File: src/rtl/viterbi_traceback.sv
// Survivor-path manager: stores ACS decision vectors per trellis step, traces back from the
// end state, packs decoded bits 24 per SRAM word, then streams them out in forward order.
module viterbi_traceback #(
    parameter int NS       = 16,
    parameter int MAX_LEN  = 2048,
    parameter int OUT_BASE = 2048
) (
    input  logic                   clk_i,
    input  logic                   rst_i,
    input  logic                   dec_valid_i,
    input  logic [NS-1:0]          dec_i,
    input  logic                   dec_first_i,
    input  logic                   dec_last_i,
    input  logic [$clog2(NS)-1:0]  end_state_i,
    output logic                   in_ready_o,
    output logic                   mem_wr_en_o,
    output logic                   mem_rd_en_o,
    output logic [11:0]            mem_addr_o,
    output logic [23:0]            mem_wdata_o,
    input  logic [23:0]            mem_rdata_i,
    output logic                   bit_valid_o,
    output logic                   bit_o,
    output logic                   bit_last_o,
    input  logic                   bit_ready_i,
    output logic                   busy_o,
    output logic                   err_len_o
);

    localparam int M   = $clog2(NS);
    localparam int AW  = 12;
    localparam int DW  = 24;
    localparam int TW  = $clog2(MAX_LEN + 1);
    localparam int WW  = $clog2(MAX_LEN / DW + 2);
    localparam int PW  = 5;
    localparam logic [PW-1:0] LAST_POS = PW'(DW - 1);

    typedef enum logic [2:0] {
        S_IDLE, S_WRITE, S_TB, S_TB_END, S_RO_READ, S_RO_LOAD, S_RO_EMIT
    } state_t;

    state_t        state_q;

    // Forward (write) position: step, bit-in-word and word index kept in step.
    logic [TW-1:0] t_q;
    logic [PW-1:0] wpos_q;
    logic [WW-1:0] wword_q;
    logic [TW-1:0] len_q;

    // Traceback: read pointer runs one cycle ahead of the step being processed.
    logic [M-1:0]  st_q;
    logic [TW-1:0] rd_ptr_q;
    logic [PW-1:0] rd_pos_q;
    logic [WW-1:0] rd_word_q;
    logic          rd_left_q;
    logic          pend_q;
    logic [PW-1:0] pr_pos_q;
    logic [WW-1:0] pr_word_q;
    logic [DW-1:0] pack_q;

    // Readout.
    logic [WW-1:0] ro_word_q;
    logic [PW-1:0] ro_pos_q;
    logic [TW-1:0] out_t_q;
    logic [DW-1:0] shreg_q;
    logic          bit_valid_q;
    logic          err_q;

    logic          accept, beat_first, beat_ovf, beat_wr;
    logic [TW-1:0] beat_t;
    logic [PW-1:0] beat_pos;
    logic [WW-1:0] beat_word;
    logic          arrive, word_wr, issue_rd, u;
    logic [NS-1:0] dec_vec;

    assign in_ready_o = (state_q == S_IDLE) || (state_q == S_WRITE);
    assign accept     = dec_valid_i && in_ready_o && rst_i;
    assign beat_first = accept && dec_first_i;
    assign beat_ovf   = accept && !dec_first_i && (state_q == S_WRITE) && (t_q == TW'(MAX_LEN));
    assign beat_wr    = beat_first || (accept && (state_q == S_WRITE) && !beat_ovf);
    assign beat_t     = beat_first ? '0 : t_q;
    assign beat_pos   = beat_first ? '0 : wpos_q;
    assign beat_word  = beat_first ? '0 : wword_q;

    assign arrive   = (state_q == S_TB) && pend_q;
    assign u        = st_q[0];
    assign word_wr  = arrive && (pr_pos_q == '0);
    assign issue_rd = (state_q == S_TB) && rd_left_q && !word_wr;
    assign dec_vec  = mem_rdata_i[NS-1:0];

    // NOTE: every output of a combinational block gets a default first, so no latch is inferred.
    always_comb begin
        mem_wr_en_o = 1'b0;
        mem_rd_en_o = 1'b0;
        mem_addr_o  = '0;
        mem_wdata_o = '0;
        if (beat_wr) begin
            mem_wr_en_o = 1'b1;
            mem_addr_o  = AW'(beat_t);
            mem_wdata_o = DW'(dec_i);
        end else if (word_wr) begin
            mem_wr_en_o = 1'b1;
            mem_addr_o  = AW'(OUT_BASE) + AW'(pr_word_q);
            mem_wdata_o = pack_q | (DW'(u) << pr_pos_q);
        end else if (issue_rd) begin
            mem_rd_en_o = 1'b1;
            mem_addr_o  = AW'(rd_ptr_q);
        end else if (state_q == S_RO_READ) begin
            mem_rd_en_o = 1'b1;
            mem_addr_o  = AW'(OUT_BASE) + AW'(ro_word_q);
        end
    end

    assign bit_valid_o = bit_valid_q;
    assign bit_o       = bit_valid_q && shreg_q[0];
    assign bit_last_o  = bit_valid_q && (out_t_q == len_q - TW'(1));
    assign busy_o      = (state_q != S_IDLE);
    assign err_len_o   = err_q;

    // NOTE: sequential state uses non-blocking assignments only; the external SRAM is never reset.
    always_ff @(posedge clk_i or negedge rst_i) begin
        if (!rst_i) begin
            state_q     <= S_IDLE;
            t_q         <= '0;
            wpos_q      <= '0;
            wword_q     <= '0;
            len_q       <= '0;
            st_q        <= '0;
            rd_ptr_q    <= '0;
            rd_pos_q    <= '0;
            rd_word_q   <= '0;
            rd_left_q   <= 1'b0;
            pend_q      <= 1'b0;
            pr_pos_q    <= '0;
            pr_word_q   <= '0;
            pack_q      <= '0;
            ro_word_q   <= '0;
            ro_pos_q    <= '0;
            out_t_q     <= '0;
            shreg_q     <= '0;
            bit_valid_q <= 1'b0;
            err_q       <= 1'b0;
        end else begin
            err_q <= 1'b0;
            case (state_q)
                S_IDLE, S_WRITE: begin
                    if (beat_wr) begin
                        t_q     <= beat_t + TW'(1);
                        wpos_q  <= (beat_pos == LAST_POS) ? '0 : beat_pos + PW'(1);
                        wword_q <= beat_word + WW'(beat_pos == LAST_POS);
                        if (dec_last_i) begin
                            len_q     <= beat_t + TW'(1);
                            st_q      <= end_state_i;
                            rd_ptr_q  <= beat_t;
                            rd_pos_q  <= beat_pos;
                            rd_word_q <= beat_word;
                            rd_left_q <= 1'b1;
                            pend_q    <= 1'b0;
                            pack_q    <= '0;
                            state_q   <= S_TB;
                        end else begin
                            state_q   <= S_WRITE;
                        end
                    end else if (beat_ovf) begin
                        err_q   <= 1'b1;
                        state_q <= S_IDLE;
                    end
                end

                S_TB: begin
                    pend_q <= issue_rd;
                    if (issue_rd) begin
                        rd_ptr_q  <= rd_ptr_q - TW'(1);
                        pr_pos_q  <= rd_pos_q;
                        pr_word_q <= rd_word_q;
                        rd_pos_q  <= (rd_pos_q == '0) ? LAST_POS : rd_pos_q - PW'(1);
                        if (rd_pos_q == '0)
                            rd_word_q <= rd_word_q - WW'(1);
                        if (rd_ptr_q == '0)
                            rd_left_q <= 1'b0;
                    end
                    if (arrive) begin
                        // Step back to the predecessor selected by this step's survivor decision.
                        st_q <= {dec_vec[st_q], st_q[M-1:1]};
                        if (word_wr)
                            pack_q <= '0;
                        else
                            pack_q[pr_pos_q] <= u;
                        if (word_wr && pr_word_q == '0)
                            state_q <= S_TB_END;
                    end
                end

                S_TB_END: begin
                    ro_word_q <= '0;
                    out_t_q   <= '0;
                    state_q   <= S_RO_READ;
                end

                S_RO_READ: state_q <= S_RO_LOAD;

                S_RO_LOAD: begin
                    shreg_q     <= mem_rdata_i;
                    ro_pos_q    <= '0;
                    bit_valid_q <= 1'b1;
                    state_q     <= S_RO_EMIT;
                end

                S_RO_EMIT: begin
                    if (bit_ready_i) begin
                        if (out_t_q == len_q - TW'(1)) begin
                            bit_valid_q <= 1'b0;
                            state_q     <= S_IDLE;
                        end else begin
                            out_t_q <= out_t_q + TW'(1);
                            if (ro_pos_q == LAST_POS) begin
                                bit_valid_q <= 1'b0;
                                ro_word_q   <= ro_word_q + WW'(1);
                                state_q     <= S_RO_READ;
                            end else begin
                                shreg_q  <= shreg_q >> 1;
                                ro_pos_q <= ro_pos_q + PW'(1);
                            end
                        end
                    end
                end

                default: state_q <= S_IDLE;
            endcase
        end
    end

endmodule

File: config.mk
export PLATFORM = sky130hd
export DESIGN_NAME = viterbi_traceback
export DESIGN_NICKNAME = d
export VERILOG_FILES = /design/src/rtl/viterbi_traceback.sv
export SDC_FILE = /design/constraint.sdc
export NUM_CORES = 1
export LEC_CHECK = 0
export CAP_MARGIN = 20
export CORE_MARGIN = 2
export CORE_UTILIZATION = 62
export CTS_CLUSTER_DIAMETER = 100
export DETAILED_ROUTE_END_ITERATION = 7
export PLACE_DENSITY_LB_ADDON = 0.05
export SLEW_MARGIN = 10
export SYNTH_ARGS = -nofsm -noshare
export SYNTH_HDL_FRONTEND = slang
export SYNTH_SLANG_ARGS = --single-unit
File: constraint.sdc
create_clock -name clk_i -period 8.8 [get_ports clk_i]
set_input_delay 1.76 -clock clk_i [delete_from_list [all_inputs] [get_ports clk_i]]
set_output_delay 1.76 -clock clk_i [all_outputs]
set_load 0.02 [all_outputs]
Word-level counts from Yosys, hierarchy flattened
Index checks and enable logic that the tools add are counted.
{"block": "classes", "n_addsub": 12, "n_lt_le_gt_ge": 3, "eq_ne": 23, "n_shift": 1, "n_mux": 83, "n_bitwise": 1, "reduce_logical": 44}
{"cell": "$mux 24", "n": 9}
{"cell": "$mux 12", "n": 10}
{"cell": "$pmux 24 s2", "n": 2}
{"cell": "$mux 7", "n": 8}
{"cell": "$pmux 12 s2", "n": 2}
{"cell": "$mux 5", "n": 9}
{"cell": "$pmux 7 s2", "n": 2}
{"cell": "$add 12x1->12 const B", "n": 2}
{"cell": "$add 12x7->12 const A", "n": 2}
{"cell": "$bwmux 24", "n": 1}
{"cell": "$or 24x24->24", "n": 1}
{"cell": "$shl 1x5->24", "n": 1}
{"cell": "$sub 12x1->12 const B", "n": 2}
{"cell": "$mux 3", "n": 7}
{"cell": "$mux 1", "n": 20}
{"cell": "$pmux 5 s2", "n": 2}
{"cell": "$pmux 3 s6", "n": 1}
{"cell": "$logic_and 1x1->1", "n": 16}
{"cell": "$ne 2x2->1 const B", "n": 8}
{"cell": "$reduce_and 4->1", "n": 4}
{"cell": "$reduce_and 5->1", "n": 3}
{"cell": "$eq 12x12->1", "n": 1}
{"cell": "$eq 12x12->1 const B", "n": 1}
{"cell": "$logic_not 12->1", "n": 1}
{"cell": "30 further kinds", "n": 52}
{"block": "totals", "regBits": 155, "in_bits": 50, "output_inout_bits": 44, "word_cells": 187}

Logic depth before layout (Yosys ltp)
Gate-level depths: netlist of run 1.
{"block": "logic_depth", "word_depth": 12, "depth_mapped": 14, "mapped_depth_nobuf": 12}

Least setup slack after synthesis of run 1
Ideal clock, no wire load.
{"block": "synth_path", "kind": "input port to output port", "startpoint": "input rst_i", "endpoint": "output mem_wdata_o[10]", "arrival_time_ns": 3.178, "required_ns": 7.040, "path_slack_ns": 3.862, "cell_stages": 7, "path_buffers": 2, "path_cell_list": "nand2_1 nor3_1 a21o_1 buf_2 buf_1 nand2_1 o21ai_0"}
{"block": "synth_via", "elab_chain_cells": 8, "word_cells_on_any_way": 10, "cone_classes": "mux: 1; reduce/logical: 9"}
{"item": "from (decl)", "line_no": "9", "text": "input logic rst_i,"}
{"item": "$logic_and 1x1->1 *", "line_no": "76", "text": "assign accept = dec_valid_i && in_ready_o && rst_i;"}
{"item": "$logic_and 1x1->1 (3 in a row)", "line_no": "78", "text": "assign beat_ovf = accept && !dec_first_i && (state_q == S_WRITE) && (t_q == TW'(MAX_LEN));"}
{"item": "$logic_not 1->1", "line_no": "79", "text": "assign beat_wr = beat_first || (accept && (state_q == S_WRITE) && !beat_ovf);"}
{"item": "$logic_and 1x1->1", "line_no": "79"}
{"item": "$logic_or 1x1->1 *", "line_no": "79"}
{"item": "$mux 24 *", "line_no": "96", "text": "if (beat_wr) begin"}
{"item": "to (decl)", "line_no": "19", "text": "output logic [23:0] mem_wdata_o,"}
Mark *: on every way between the ends. The rest lies on a longest branch, timed or not.

Worst setup path after layout of run 1
{"block": "layout_path", "startpoint": "input rst_i", "endpoint": "output mem_wdata_o[11]"}
Same word-level chain as after synthesis.

==> summary.txt, run 1 <==
status: finished, final reports clean
clock root cell: clkbuf_16
Clk network pwr share: 0.232
worst hold-check path type: flop to flop
number of synthesized flops with an enable pin: 0
Syn Nets: 1142
Tot Pwr: 0.00308 W
clock latency on the worst-skew pair: 0.43 ns
Setup Total Neg Slack: 0 ns
Overall Global Routing Usage: 0.303
CTS buffer count: 17
Slew Viols, Final: 0
DRT Wirelength: 23300 µm
Min-Delay Endpoint: shreg_q[20]
Die H: 125 µm
CTS tree: done
Final GP Congestion: 0.923
Avg Cell Area, Syn: 8.39 µm²
R2R depth: 8
Commonest cells post-synth: nand2_1 (208), dfrtp_1 (155), o21ai_0 (126), a21oi_1 (94), nor2_1 (73)
post-DP HPWL: 15700 µm
CP dominant cell by count: nand2_1
synthesis-to-layout area growth: 16.7%
# rows: 44
Top FF cell, synth: dfrtp_1
crit start category: input port
setup bufs post-CTS: 0
crit-path cells: buf_6 -> nand2_1 -> nor3_1 -> a21o_1 -> buf_4 -> nand2_1 -> o21ai_0 -> clkdlybuf4s50_1
worst r2r src: state_q[2]
Worst-Margin Slew: 0.977 ns
Critical Path Max Stage Delay: 0.65 ns
worst hold stages: 1
Async S/R FF share, synth: 1.00
fmax: 0.151 GHz
DRC viols: 0
vias: 8256
Hold Vio Cnt, Final: 0
fin crit period: 6.63 ns
Ports: 94
Switch Pwr: 0.00125 W
Reg power frac: 0.368
# resized after CTS: 0
clk sinks: 155
die area: 0.0156 mm²
first-pass detailed-route iteration total: 5
flops & latches, synth: 155
Layout Skew: 0.00980 ns
slew margin rel.: 0.344
Initial Util: 0.629
H-tree levels: 4
Hold Buf Count CTS: 0
crit path max fanout: 83
Hold Crit Start: shreg_q[20]
RSZ-0062 raised after global routing: no
Post-Syn Area: 0.00907 mm²
Synth top area share: 0.428
peak supply drop: 0.000190 V
switching part of the total power: 0.405
leakage: 4.46 nW
max cap viols: 0
cell taking the most area after synthesis: dfrtp_1
grt ovf: 0
Horiz. Die Dim: 125 µm
Synth Instances: 1081
Worst Setup Path Type: input port to output pin
Worst-path clk slew: 0.06 ns
Max stage delay cell, worst path: clkdlybuf4s50_1
global-route wire length before repair: 38500 µm
# fillers: 1149
Comb pwr share: 0.400
routed length per instance: 17.6 µm
largest net degree at the start of global routing: 84
ranking of synthesized cells by area: dfrtp_1 (43%), nand2_1 (8.6%), o21ai_0 (7.0%)
ant diodes: 0
Via-to-Cell Ratio: 6.24
cell area power density: 291 mW/mm²
Placeable Area: 0.0144 mm²
Yosys cell types: 76
fin crit share: 0.754
share of cells above drive strength 1: 0.0720
Port-buffer cells: 93
Worst R2R End: rd_word_q[4]
antenna-violating nets left: 0
vias in the first global route: 7803
final setup vio count: 0
Worst EP arrival: 4.87 ns
initial antenna violation count: 0
CP endpoint kind: output pin
top-count cell post-synth: nand2_1
Internal: 0.00183 W
R2R Setup Slk: 4.89 ns
CTS Buffer Depth: 2
sequential area share after synthesis: 0.428
drt initial violations: 810
NumNets Final: 1187
yosys warns: 0
Crit path required time: 7.04 ns
-- worst max path at each step --
stage / from / to / slack [ns] / depth (start not counted)
after CTS: rst_i / mem_wdata_o[11] / 2.16 / 8
after floorplan: rst_i / mem_wdata_o[10] / 3.86 / 7
after global placement: rst_i / mem_wdata_o[14] / 2.21 / 8
after detailed placement: rst_i / mem_wdata_o[12] / 2.16 / 8
after global routing: rst_i / mem_wdata_o[12] / 1.72 / 8
final: rst_i / mem_wdata_o[11] / 2.17 / 8
-- stage by stage --
| step | cell area (µm²) | instances | worst slack (ns) | hold slack [ns] | utilization |
|---|---|---|---|---|---|
| floorplan | 9070 | 1081 | 3.86 | 0.453 | - |
| global placement | 9980 | 1289 | 2.21 | 0.470 | 0.692 |
| detailed placement | 9980 | 1289 | 2.16 | 0.481 | 0.692 |
| CTS | 10600 | 1321 | 2.16 | 0.494 | 0.731 |
| global route | 10600 | 1323 | 1.72 | 0.512 | 0.734 |
| finish | 10600 | 1323 | 2.17 | 0.487 | 0.734 |
-- flip-flops by register name, summed over array words and instances, names as in the netlist --
| name | cells |
|---|---|
| rd_word_q | 7 |
| st_q | 4 |
| t_q | 12 |
| bit_valid_o | 1 |
| wpos_q | 5 |
| pr_pos_q | 5 |
| rd_ptr_q | 12 |
| rd_pos_q | 5 |
| len_q | 12 |
| out_t_q | 12 |
| ro_word_q | 7 |
| err_len_o | 1 |
| shreg_q | 24 |
| pack_q | 24 |
| pend_q | 1 |
| state_q | 3 |
| wword_q | 7 |
| ro_pos_q | 5 |
| pr_word_q | 7 |
| rd_left_q | 1 |
-- area by class of cell --
cell class	instances	area [µm²]	share of cell area
clock inverters	7	90.1	0.00851
inverters	26	97.6	0.00922
well taps	184	230	0.0218
flip-flops and latches	155	3880	0.367
repair buffers	103	1010	0.0959
multi-input cells	823	4790	0.453
clock buffers	25	475	0.0449
-- power by group through the flow --
stage | Combinational (W) | Sequential, W | Clock (W)
final | 0.00123 | 0.00113 | 0.000716
after global routing | 0.00137 | 0.00116 | 0.000751
after CTS | 0.00121 | 0.00112 | 0.000723
after detailed placement | 0.00120 | 0.00113 | 0
after global placement | 0.00117 | 0.00113 | 0
after floorplan | 0.000944 | 0.00104 | 0
-- cells in the final DEF, fill, tap and decap left out, types with 7 or more instances in the layout --
cell type,synthesis,final
mux2_2,22,22
o21ai_0,126,126
xnor2_1,19,19
xor2_1,13,13
nor3_1,23,21
and2_1,15,15
nor2b_1,7,7
or3_1,9,9
dfrtp_1,155,155
nand2b_1,7,7
inv_1,26,26
and3_1,9,9
nand4_1,15,15
nor4_1,11,11
buf_4,0,9
nor2_1,73,73
o31ai_1,15,15
clkdlybuf4s50_1,0,92
or4_1,10,10
ha_1,11,11
a32oi_1,7,7
clkbuf_16,0,17
mux2i_1,14,14
a21oi_1,94,93
nand2_1,208,208
nand3_1,20,20
-- critical path: cells and delay by family --
kind	cells	cell delay, ns
and+or+nand+nor	3	0.93
AOI/OAI and AO/OA	2	0.63
buffers and inverters	3	1.52
-- cell families (layout without fill, tap and decap cells) --
kind of cell    Yosys count  count (layout)  synth area share
simple gates            436             436             0.226
compound gates          301             301             0.197
flops                   155             155             0.428
buf+inv                 103             161            0.0469
mux                      43              43            0.0564
xor+xnor                 32              32            0.0309
fa+ha+maj                11              11            0.0152
-- layer usage --
metal	track usage	wire, µm	up-vias
li1	-	-	3924
met1	0.412	10000	3979
met2	0.492	11300	290
met3	0.0513	1320	63
met4	0.118	675	0
met5	0	0	-
Power figures use the tool's default switching activity.
==> run 2: changes to the inputs <==
--- a/config.mk
+++ b/config.mk
@@ -7,7 +7,7 @@
 export LEC_CHECK = 0
 export CAP_MARGIN = 20
 export CORE_MARGIN = 2
-export CORE_UTILIZATION = 62
+export CORE_UTILIZATION = 58
 export CTS_CLUSTER_DIAMETER = 100
 export DETAILED_ROUTE_END_ITERATION = 7
 export PLACE_DENSITY_LB_ADDON = 0.05
==> constraint.sdc (replaced) <==
create_clock -name clk_i -period 6.76 [get_ports clk_i]
set_input_delay 1.352 -clock clk_i [delete_from_list [all_inputs] [get_ports clk_i]]
set_output_delay 1.352 -clock clk_i [all_outputs]
set_load 0.02 [all_outputs]
==> summary.txt, run 2 (synthesis gave the netlist of run 1 again) <==
Ports: 94
Clk network pwr share: 0.238
Initial Util: 0.594
grt ovf: 0
Setup Total Neg Slack: 0 ns
die area: 0.0167 mm²
Multi-input gate area: 0.00478 mm²
crit-path cells: clkdlybuf4s50_1 -> nand2_1 -> nor3_1 -> a21o_1 -> nand2_1 -> o21ai_0 -> clkdlybuf4s50_1
Worst Setup Path Type: input port to output pin
CTS Buffer Depth: 2
antenna-violating nets left: 0
initial antenna violation count: 0
Horiz. Die Dim: 129 µm
largest net degree at the start of global routing: 66
final setup vio count: 0
Hold Buf Count CTS: 0
max cap viols: 0
# rows: 45
CTS buffer count: 17
crit start category: input port
routed length per instance: 17.4 µm
RSZ-0062 raised after global routing: no
Via-to-Cell Ratio: 6.04
Internal: 0.00240 W
CP endpoint kind: output pin
synthesis-to-layout area growth: 17.5%
leakage: 4.48 nW
Die H: 129 µm
cell area power density: 378 mW/mm²
vias: 8182
DRC viols: 0
Overall Global Routing Usage: 0.295
first-pass detailed-route iteration total: 6
clock root cell: clkbuf_16
Min Hold Slack: 0.490 ns
worst hold-check path type: flop to flop
# fillers: 1261
Slew Viols, Final: 0
peak supply drop: 0.000253 V
clock latency on the worst-skew pair: 0.44 ns
Placeable Area: 0.0153 mm²
H-tree levels: 4
Max stage delay cell, worst path: a21o_1
DRT Wirelength: 23600 µm
switching part of the total power: 0.404
post-DP HPWL: 16100 µm
ant diodes: 0
NumNets Final: 1191
Layout Skew: 0.00918 ns
fin crit share: 0.829
status: finished, final reports clean
Crit path required time: 5.41 ns
Port-buffer cells: 93
fin crit period: 5.61 ns
Switch Pwr: 0.00163 W
commonest non-fill, non-tap cell in the layout: nand2_1
CTS tree: done
fmax: 0.178 GHz
Critical Path Max Stage Delay: 0.72 ns
Sequential cell area: 0.00388 mm²
# resized after CTS: 0
Reg power frac: 0.365
Comb pwr share: 0.396
drt initial violations: 689
global-route wire length before repair: 38800 µm
Hold Vio Cnt, Final: 0
Worst-path clk slew: 0.06 ns
clk sinks: 155
Worst EP arrival: 4.25 ns
setup bufs post-CTS: 0
slew margin rel.: 0.337
crit path max fanout: 23
Worst-Margin Slew: 0.995 ns
most frequent cells in the layout: nand2_1 (208), dfrtp_1 (155), o21ai_0 (126)
share of cells above drive strength 1: 0.0779
Final GP Congestion: 0.916
vias in the first global route: 7814
biggest regs: pack_q (24), shreg_q (24)
==> run 2: final timing paths <==
check                            start  cells past startpoint        endpoint  slack [ns]
max                        dec_valid_i                      7  mem_wdata_o[8]        1.15
min                        shreg_q[22]                      1     shreg_q[22]        0.49
max reg2reg                 state_q[2]                      7    rd_word_q[0]        2.86
min reg2reg                shreg_q[22]                      1     shreg_q[22]        0.49
max in group asynchronous        rst_i                      2     shreg_q[14]        4.77
min in group asynchronous        rst_i                      1      out_t_q[7]        0.80
==> run 2: layout make-up <==
type,instances,share of cell area
Sequential cell,155,0.364
Multi-Input combinational cell,823,0.449
Tap cell,211,0.0248
Clock buffer,22,0.0445
Timing Repair Buffer,107,0.0981
Clock inverter,10,0.0108
Inverter,26,0.00916
==> run 2: routing by layer <==
metal | up-vias | share of wire | GRT usage | routed length, µm
li1 | 3936 | - | - | -
met1 | 3932 | 0.44 | 0.401 | 10500
met2 | 253 | 0.47 | 0.472 | 11200
met3 | 61 | 0.053 | 0.0500 | 1250
met4 | 0 | 0.029 | 0.123 | 683
met5 | - | 0 | 0 | 0
==> run 2: worst max-delay path: cells and delay by family <==
family	cells	cell delay, ns
and+or+nand+nor	3	0.88
AOI/OAI and AO/OA	2	0.83
buffers and inverters	2	1.18
==> run 2: power by group through the flow <==
stage          Combinational, W  Clock (W)  Sequential [W]
2_1_floorplan           0.00123          0         0.00136
6_report                0.00160   0.000960         0.00147
3_5_place_dp            0.00157          0         0.00148
3_3_place_gp            0.00154          0         0.00147
4_1_cts                 0.00159   0.000970         0.00146
5_1_grt                 0.00179    0.00101         0.00151
==> run 2: per-stage QoR <==
step / area [µm²] / std cells / worst slack, ns / utilization / power [W]
3_5_place_dp: 10100 / 1321 / 1.15 / 0.659 / 0.00305
5_1_grt: 10700 / 1354 / 0.935 / 0.698 / 0.00431
3_3_place_gp: 10000 / 1320 / 1.21 / 0.658 / 0.00301
6_report: 10700 / 1354 / 1.15 / 0.698 / 0.00403
4_1_cts: 10600 / 1353 / 1.13 / 0.698 / 0.00402
2_1_floorplan: 9070 / 1081 / 2.64 / - / 0.00259
==> run 3: changes to the inputs <==
--- a/config.mk
+++ b/config.mk
@@ -7,7 +7,7 @@
 export LEC_CHECK = 0
 export CAP_MARGIN = 20
 export CORE_MARGIN = 2
-export CORE_UTILIZATION = 58
+export CORE_UTILIZATION = 52
 export CTS_CLUSTER_DIAMETER = 100
 export DETAILED_ROUTE_END_ITERATION = 7
 export PLACE_DENSITY_LB_ADDON = 0.05
==> constraint.sdc (replaced) <==
create_clock -name clk_i -period 5 [get_ports clk_i]
set_input_delay 1 -clock clk_i [delete_from_list [all_inputs] [get_ports clk_i]]
set_output_delay 1 -clock clk_i [all_outputs]
set_load 0.02 [all_outputs]
==> summary.txt, run 3 (synthesis gave the netlist of run 1 again) <==
Final WS setup: 0.547 ns
Overall Global Routing Usage: 0.266
crit path max fanout: 25
Worst-Margin Slew: 0.928 ns
fin crit period: 4.45 ns
die area: 0.0185 mm²
slew margin rel.: 0.380
DRC viols: 0
clk sinks: 155
initial antenna violation count: 0
DRT Wirelength: 24000 µm
worst hold-check path type: flop to flop
Crit path required time: 4.00 ns
RSZ-0062 raised after global routing: no
Worst-path clk slew: 0.06 ns
# resized after CTS: 0
DP Worst Slack: 0.559 ns
# fillers: 1554
first-pass detailed-route iteration total: 6
clock latency on the worst-skew pair: 0.43 ns
ant diodes: 0
Layout Skew: 0.00936 ns
biggest regs: pack_q (24), shreg_q (24)
drt initial violations: 675
# rows: 48
Min Hold Slack: 0.490 ns
Placeable Area: 0.0172 mm²
peak supply drop: 0.000311 V
leakage: 4.51 nW
vias: 8126
CTS buffer count: 17
Initial Util: 0.528
share of cells above drive strength 1: 0.0834
fin crit share: 0.891
final setup vio count: 0
grt ovf: 0
CP endpoint kind: output pin
Setup Total Neg Slack: 0 ns
Hold Vio Cnt, Final: 0
CTS Buffer Depth: 2
status: finished, final reports clean
post-DP HPWL: 16600 µm
global-route wire length before repair: 38700 µm
Final GP Congestion: 0.913
setup bufs post-CTS: 0
fmax: 0.225 GHz
Die H: 136 µm
Slew Viols, Final: 0
Hold Buf Count CTS: 0
cell area power density: 503 mW/mm²
synthesis-to-layout area growth: 18.0%
Worst Setup Path Type: flop to output pin
max cap viols: 0
most frequent cells in the layout: nand2_1 (208), dfrtp_1 (155), o21ai_0 (126)
fin area: 0.0107 mm²
NumNets Final: 1199
Horiz. Die Dim: 136 µm
Via-to-Cell Ratio: 5.91
Port-buffer cells: 93
routed length per instance: 17.5 µm
DP Area: 0.0102 mm²
H-tree levels: 4
commonest non-fill, non-tap cell in the layout: nand2_1
Ports: 94
crit start category: flop
CTS tree: done
largest net degree at the start of global routing: 157
vias in the first global route: 7481
antenna-violating nets left: 0
Worst EP arrival: 3.45 ns
clock root cell: clkbuf_16
-- run 3: cell types whose count changed in the layout (fill, tap and decap cells not counted), sizes merged --
cell and change:
buf +8, bufinv -1, clkbuf +2, clkinv +2, clkinvlp -2, inv -1
-- run 3: cell type report --
type | instances | area, µm² | share of cell area
timing repair buffer | 115 | 1110 | 0.104
tap | 225 | 282 | 0.0263
clock inverter | 8 | 67.6 | 0.00631
multi-input combinational | 823 | 4790 | 0.447
sequential | 155 | 3880 | 0.362
inverter | 26 | 97.6 | 0.00912
clock buffer | 24 | 482 | 0.0450
-- run 3: worst paths after layout --
path / start / to / slack, ns / cells after the start
min: shreg_q[22] / shreg_q[22] / 0.49 / 1
min reg2reg: shreg_q[22] / shreg_q[22] / 0.49 / 1
max: pr_pos_q[3] / mem_addr_o[0] / 0.55 / 9
min in group asynchronous: rst_i / ro_word_q[5] / 0.67 / 2
max in group asynchronous: rst_i / wword_q[1] / 3.58 / 2
max reg2reg: len_q[0] / shreg_q[9] / 1.67 / 9
-- run 3: report_power, final --
part	internal (W)	switching (W)	total, W
Sequential	0.00160	0.000392	0.00199
Combinational	0.000891	0.00128	0.00217
Clock	0.000719	0.000502	0.00122
-- run 3: stage by stage --
stage	cells	utilization	total power [W]
global placement	1344	0.591	0.00412
CTS	1376	0.623	0.00539
global route	1376	0.623	0.00577
finish	1376	0.623	0.00539
floorplan	1081	-	0.00350
detailed placement	1344	0.591	0.00417
-- run 3: layer usage --
layer,vias up,GRT usage,share of wire
li1,3943,-,-
met1,3906,0.374,0.46
met2,244,0.414,0.47
met3,33,0.0492,0.052
met4,0,0.0926,0.020
met5,-,0,0
-- run 3: worst max-delay path, cell delays in order (launching register included) --
cell and delay [ns]:
dfrtp_1 0.53, nor3_1 0.09, buf_4 0.18, nand3_1 0.14
nand2_1 0.07, buf_4 0.23, nor2_1 0.63, a222oi_1 0.24
a21oi_1 0.26, clkdlybuf4s50_1 0.65
